### src/rtl/vend_pkg.sv
// Shared types, coin codes and default pricing for the vending controller.
package vend_pkg;

    typedef enum logic [1:0] {IDLE, COLLECT, DISPENSE, CHANGE} vend_state_t;

    localparam logic [1:0] COIN_RS1 = 2'b00;
    localparam logic [1:0] COIN_RS2 = 2'b01;
    localparam logic [1:0] COIN_RS5 = 2'b10;
    localparam logic [1:0] COIN_BAD = 2'b11;

    localparam int DEF_TEA_PRICE    = 7;
    localparam int DEF_COFFEE_PRICE = 9;
    localparam int DEF_MAX_CREDIT   = 20;
    localparam int DEF_CREDIT_W     = 5;
    localparam int DEF_DISPENSE_CYC = 4;
    localparam int DEF_TIMEOUT_CYC  = 1000;

    function automatic logic [2:0] coin_value(input logic [1:0] t);
        case (t)
            COIN_RS1: return 3'd1;
            COIN_RS2: return 3'd2;
            COIN_RS5: return 3'd5;
            default:  return 3'd0;
        endcase
    endfunction

endpackage

### src/rtl/vend_change_payout.sv
// Credit register: loaded by the controller while collecting, counted down
// one coin per cycle (Rs2 first, then Rs1) while start is held.
module vend_change_payout #(
    parameter int CREDIT_W = 5
) (
    input  logic                clk,
    input  logic                rst,
    input  logic                load,
    input  logic [CREDIT_W-1:0] load_val,
    input  logic                start,
    output logic [CREDIT_W-1:0] credit,
    output logic                change_rs2,
    output logic                change_rs1,
    output logic                done
);

    // done marks the cycle after the last coin went out
    assign done = start && (credit == '0);

    always_ff @(posedge clk) begin
        if (rst) begin
            credit     <= '0;
            change_rs2 <= 1'b0;
            change_rs1 <= 1'b0;
        end else begin
            change_rs2 <= 1'b0;
            change_rs1 <= 1'b0;
            if (load) begin
                credit <= load_val;
            end else if (start) begin
                if (credit >= CREDIT_W'(2)) begin
                    credit     <= credit - CREDIT_W'(2);
                    change_rs2 <= 1'b1;
                end else if (credit == CREDIT_W'(1)) begin
                    credit     <= credit - CREDIT_W'(1);
                    change_rs1 <= 1'b1;
                end
            end
        end
    end

endmodule

### src/rtl/vend_controller.sv
// Tea/coffee vending sequencer: coin accumulation, selection vs price,
// timed dispense strobes and change payout.
module vend_controller
    import vend_pkg::*;
#(
    parameter int TEA_PRICE    = DEF_TEA_PRICE,
    parameter int COFFEE_PRICE = DEF_COFFEE_PRICE,
    parameter int MAX_CREDIT   = DEF_MAX_CREDIT,
    parameter int CREDIT_W     = DEF_CREDIT_W,
    parameter int DISPENSE_CYC = DEF_DISPENSE_CYC,
    parameter int TIMEOUT_CYC  = DEF_TIMEOUT_CYC
) (
    input  logic                clk,
    input  logic                rst,
    input  logic                coin_valid,
    input  logic [1:0]          coin_type,
    input  logic                sel_valid,
    input  logic                sel_drink,
    input  logic                cancel,
    output logic                dispense_tea,
    output logic                dispense_coffee,
    output logic                change_rs2,
    output logic                change_rs1,
    output logic                coin_reject,
    output logic                sel_nack,
    output logic [CREDIT_W-1:0] credit,
    output logic                busy
);

    localparam int SW = CREDIT_W + 1;
    localparam int TW = $clog2(TIMEOUT_CYC);
    localparam int DW = $clog2(DISPENSE_CYC + 1);

    vend_state_t         state;
    logic [TW-1:0]       tcnt;
    logic [DW-1:0]       dcnt;
    logic [2:0]          cval;
    logic [SW-1:0]       sum;
    logic                coin_ok;
    logic [CREDIT_W-1:0] price;
    logic                load;
    logic [CREDIT_W-1:0] load_val;
    logic                pay_done;

    // Credit arithmetic carries one extra bit so an overflowing coin is seen
    always_comb begin
        cval     = coin_value(coin_type);
        sum      = {1'b0, credit} + SW'(cval);
        coin_ok  = coin_valid && (cval != 3'd0) && (sum <= SW'(MAX_CREDIT));
        price    = sel_drink ? CREDIT_W'(COFFEE_PRICE) : CREDIT_W'(TEA_PRICE);
        load     = 1'b0;
        load_val = credit;
        case (state)
            IDLE: begin
                if (coin_valid && (cval != 3'd0)) begin
                    load     = 1'b1;
                    load_val = CREDIT_W'(cval);
                end
            end
            COLLECT: begin
                if (cancel) begin
                    load = 1'b0;
                end else if (sel_valid) begin
                    if (credit >= price) begin
                        load     = 1'b1;
                        load_val = credit - price;
                    end
                end else if (coin_ok) begin
                    load     = 1'b1;
                    load_val = sum[CREDIT_W-1:0];
                end
            end
            default: load = 1'b0;
        endcase
    end

    always_ff @(posedge clk) begin
        if (rst) begin
            state           <= IDLE;
            tcnt            <= '0;
            dcnt            <= '0;
            dispense_tea    <= 1'b0;
            dispense_coffee <= 1'b0;
            coin_reject     <= 1'b0;
            sel_nack        <= 1'b0;
            busy            <= 1'b0;
        end else begin
            coin_reject <= 1'b0;
            sel_nack    <= 1'b0;
            case (state)
                IDLE: begin
                    sel_nack    <= sel_valid;
                    coin_reject <= coin_valid && (cval == 3'd0);
                    if (coin_valid && (cval != 3'd0)) begin
                        state <= COLLECT;
                        tcnt  <= '0;
                    end
                end
                COLLECT: begin
                    if (cancel) begin
                        state       <= CHANGE;
                        busy        <= 1'b1;
                        coin_reject <= coin_valid;
                    end else if (sel_valid) begin
                        coin_reject <= coin_valid;
                        if (credit >= price) begin
                            state           <= DISPENSE;
                            busy            <= 1'b1;
                            dcnt            <= DW'(DISPENSE_CYC - 1);
                            dispense_tea    <= !sel_drink;
                            dispense_coffee <= sel_drink;
                        end else begin
                            sel_nack <= 1'b1;
                            tcnt     <= '0;
                        end
                    end else if (coin_ok) begin
                        tcnt <= '0;
                    end else begin
                        // rejected coins do not restart the inactivity timer
                        coin_reject <= coin_valid;
                        if (tcnt == TW'(TIMEOUT_CYC - 1)) begin
                            state <= CHANGE;
                            busy  <= 1'b1;
                        end else begin
                            tcnt <= tcnt + TW'(1);
                        end
                    end
                end
                DISPENSE: begin
                    coin_reject <= coin_valid;
                    sel_nack    <= sel_valid;
                    if (dcnt == '0) begin
                        dispense_tea    <= 1'b0;
                        dispense_coffee <= 1'b0;
                        if (credit != '0) begin
                            state <= CHANGE;
                        end else begin
                            state <= IDLE;
                            busy  <= 1'b0;
                        end
                    end else begin
                        dcnt <= dcnt - DW'(1);
                    end
                end
                CHANGE: begin
                    coin_reject <= coin_valid;
                    sel_nack    <= sel_valid;
                    if (pay_done) begin
                        state <= IDLE;
                        busy  <= 1'b0;
                    end
                end
            endcase
        end
    end

    vend_change_payout #(.CREDIT_W(CREDIT_W)) u_payout (
        .clk        (clk),
        .rst        (rst),
        .load       (load),
        .load_val   (load_val),
        .start      (state == CHANGE),
        .credit     (credit),
        .change_rs2 (change_rs2),
        .change_rs1 (change_rs1),
        .done       (pay_done)
    );

    a_change_nonzero: assert property (@(posedge clk) disable iff (rst)
        (state == CHANGE && $past(state) != CHANGE) |-> (credit != '0));
    a_one_change: assert property (@(posedge clk) disable iff (rst)
        !(change_rs2 && change_rs1));
    a_one_strobe: assert property (@(posedge clk) disable iff (rst)
        !(dispense_tea && dispense_coffee));

endmodule

### config.mk
export PLATFORM = sky130hd
export DESIGN_NAME = vend_controller
export DESIGN_NICKNAME = d
export VERILOG_FILES = /design/src/rtl/vend_pkg.sv /design/src/rtl/vend_change_payout.sv /design/src/rtl/vend_controller.sv
export SDC_FILE = /design/constraint.sdc
export NUM_CORES = 1
export LEC_CHECK = 0
export CORE_ASPECT_RATIO = 0.7
export CORE_UTILIZATION = 50
export CTS_CLUSTER_DIAMETER = 120
export DETAILED_ROUTE_END_ITERATION = 8
export PLACE_DENSITY_LB_ADDON = 0.25
export SLEW_MARGIN = 0
export SYNTH_ARGS = -nofsm -noshare
export SYNTH_HDL_FRONTEND = slang
export SYNTH_SLANG_ARGS = --single-unit
### constraint.sdc
create_clock -name clk -period 4.5 [get_ports clk]
set_clock_uncertainty 0.15 [all_clocks]
set_input_delay 0.9 -clock clk [delete_from_list [all_inputs] [get_ports clk]]
set_output_delay 0.9 -clock clk [all_outputs]
set_load 0.02 [all_outputs]
==> run_results.csv <==
group,metric,value,unit
yosys,synth_top_family_by_area,"compound AO/OA/AOI/OAI gates",
grt,grt_pass1_vias,1623,
min_path,hp-class,"flip-flop to flip-flop",
route,avgViaCountPerCell,5.79,
yosys,async_reset_ff_frac,0,
sta,slew_headroom,0.363,
place,globalplace.congestion,0.937,
finish,drive_above_1_share,0.113,
pwr,power_frac_seq,0.326,
sta,finalHoldViolCount,0,
sta,setup_violations,0,
finish,final_nets,283,
setup_path,r2r_cells,10,
clock_tree,cts_resized,0,
grt,top_usage_layer,"met1",
pwr,p_per_area,433,mW/mm^2
yosys,synth-simple-area-share,0.255,
clock_tree,clk_pin_slew,0.10,ns
grt,antenna_found_initial,0,
sta,min_period,3.79,ns
yosys,synth.ff_latch_count,27,
setup_path,cp_num_cells,12,
place,dp_hpwl,3.42,mm
floorplan,rows,19,
clock_tree,clockBufferDepth,2,
setup_path,cpMaxStageDelayCell,"clkdlybuf4s50_1",
route,drt_iter0_drc,143,
pwr,p_int,554,uW
sta,worst_pin_slew,0.953,ns
floorplan,start_util,0.526,
setup_path,crit_top_cell,"inv_1",
pwr,clkPwrFrac,0.142,
grt,met1_usage,0.342,
floorplan,die_area,0.00441,sq mm
yosys,synthFlopType,"dfxtp_1",
place,dp_cells,305,
setup_path,critPathLaunchType,"primary input",
clock_tree,root_buffer,"clkbuf_8",
yosys,synthMuxAreaShare,0.00483,
route,vias,1789,
sta,fmax,264,MHz
yosys,synthCells,245,
yosys,syn-cell-area,0.00207,sq mm
route,dr.pass1.iters,4,
min_path,hold_path_depth,1,
yosys,synth-xor-area-share,0.0416,
setup_path,crit_fanout,8,
floorplan,die_h,55.9,microns
finish,layout.cells.non_filler,309,
sta,finalMaxSlewViolations,0,
finish,antenna_cells,0,
pwr,comb_power_share,0.533,
sta,fin_crit_sh,0.843,
setup_path,crit_type,"primary input to flip-flop",
grt,grt_pass1_wl,7.70,mm
place,io_buffers,19,
route,wl,4.46,mm
finish,areaGrowthSynthToFinish,11.2,%
yosys,synthesis.nets,270,
setup_path,crit_family,"compound AO/OA/AOI/OAI gates",
route,drc,0,
sta,whs,0.333,ns
pwr,sw_frac_of_total,0.446,
setup_path,critPathBufInv,3,
grt,grt_max_degree,26,
job,maxCapViolCount,0,
setup_path,crit_arrival,3.84,ns
route,wl_per_cell,14.4,microns
yosys,yosysUniqueCellTypes,63,
setup_path,worstPathCellList,"clkdlybuf4s50_1 > inv_1 > ha_1 > inv_1 > fa_1 > or2b_2 > a221oi_2 > o21ai_2 > a21oi_4 > or2_1 > a311oi_2 > a211oi_2",
clock_tree,cts_setup_buffers,0,
pwr,ir_drop,0.228,mV
yosys,ys.warnings.count,0,
setup_path,crit_required,4.54,ns
setup_path,critical_path.max_stage_delay,0.50,ns
yosys,synth_edf_count,0,
setup_path,cp-end-kind,"flip-flop",
grt,grt.overflow.total,0,
pwr,finalPower,1000,uW
clock_tree,cts_tree,"built",
grt,grt.met2_usage,0.318,
yosys,ys_seq_area_frac,0.261,
yosys,synth-compound-area-share,0.265,
sta,rsz0062_at_grt,"no",
clock_tree,cts.htree.levels,1,
floorplan,coreArea,0.00395,sq mm
grt,grt_usage,0.222,
clock_tree,numCtsBuffers,3,
clock_tree,numClockSinks,27,
route,final_antenna_net_count,0,
sta,fin_tns_setup,0,ns
clock_tree,hold_buffers,0,
clock_tree,insertion_delay,0.28,ns
floorplan,die_w,79.0,microns
floorplan,top_level_ports,20,
yosys,yosys.area_share.adder,0.110,
place,dp_slack,0.442,ns
status,status,"finished, final reports clean",
sta,fin_ws,0.707,ns
grt,grtUsageMet3,0.0410,
pwr,leakage,0.000922,uW
yosys,avgSynthCellArea,8.47,sq um
pwr,switchingPower,446,uW
==> synth_stat cells, types with 5 or more instances <==
master    count  share of area
a211oi_1      6          0.022
o21ai_0      12          0.029
inv_1        16          0.029
dfxtp_1      27           0.26
nand2_1      18          0.033
a21oi_1      17          0.041
ha_1         15          0.090
and3_1        5          0.015
nand3_1       5          0.012
nor3_1        6          0.014
nor2_1       29          0.052
xnor2_1       5          0.021
==> logic make-up (layout without fill, tap and decap cells) <==
family / Yosys count / count (layout)
fa+ha+maj: 17 / 17
buf+inv: 27 / 39
simple gates: 95 / 95
compound gates: 69 / 69
flops: 27 / 27
xor+xnor: 9 / 9
mux: 1 / 1
==> area by class of cell <==
| type | instances | area [sq um] |
|---|---|---|
| clock buffers | 3 | 41.3 |
| clock inverters | 1 | 7.51 |
| fillers | 371 | 1640 |
| inverters | 16 | 60.1 |
| multi-input cells | 191 | 1400 |
| flip-flops and latches | 27 | 541 |
| well taps | 52 | 65.1 |
| repair buffers | 19 | 190 |
==> stage by stage <==
| stage | util | cell area (sq um) |
|---|---|---|
| 2_1_floorplan | - | 2070 |
| 3_5_place_dp | 0.572 | 2260 |
| 6_report | 0.585 | 2310 |
| 4_1_cts | 0.585 | 2310 |
| 3_3_place_gp | 0.572 | 2260 |
| 5_1_grt | 0.585 | 2310 |
==> registers in the layout, summed over array words and instances, names as in the netlist, 2 cells and up <==
register	count
state	2
tcnt	10
u_payout.credit	5
dcnt	3
==> cells in the final DEF (no fill, tap or decap), drive strengths merged, types with 3 or more instances in the layout <==
cell	synthesis	layout
nand3	6	6
xor2	3	3
nor3	6	6
dfxtp	27	27
o21a	3	3
o22ai	3	3
a211oi	8	8
a21oi	19	19
nor2b	3	3
nor2	29	29
a31oi	4	4
or3b	4	4
nand2b	4	4
nand4b	3	3
o21ai	13	13
xnor2	6	6
inv	16	16
nor3b	3	3
nand2	18	18
clkbuf	6	3
ha	15	15
and3	5	5
clkdlybuf4s50	0	19
a21o	4	4
==> path summary, 6_finish.rpt <==
check | slack (ns) | start | endpoint
worst max-delay path | 0.71 | coin_type[0] | u_payout.credit[4]
worst max register to register | 1.22 | u_payout.credit[0] | u_payout.credit[4]
worst min-delay path | 0.33 | dcnt[0] | dcnt[0]
worst min register to register | 0.33 | dcnt[0] | dcnt[0]
==> routing by layer <==
layer / part of all wire / vias up
li1: - / 904
met4: 0.010 / 0
met1: 0.50 / 839
met3: 0.056 / 6
met5: 0 / -
met2: 0.43 / 40
==> power by group through the flow <==
stage / Sequential (uW) / Combinational (uW) / Clock, uW
finish: 325 / 532 / 142
global route: 333 / 591 / 154
CTS: 326 / 532 / 143
detailed placement: 332 / 530 / 0
global placement: 332 / 521 / 0
floorplan: 320 / 425 / 0
(Power assumes the default switching activity.)
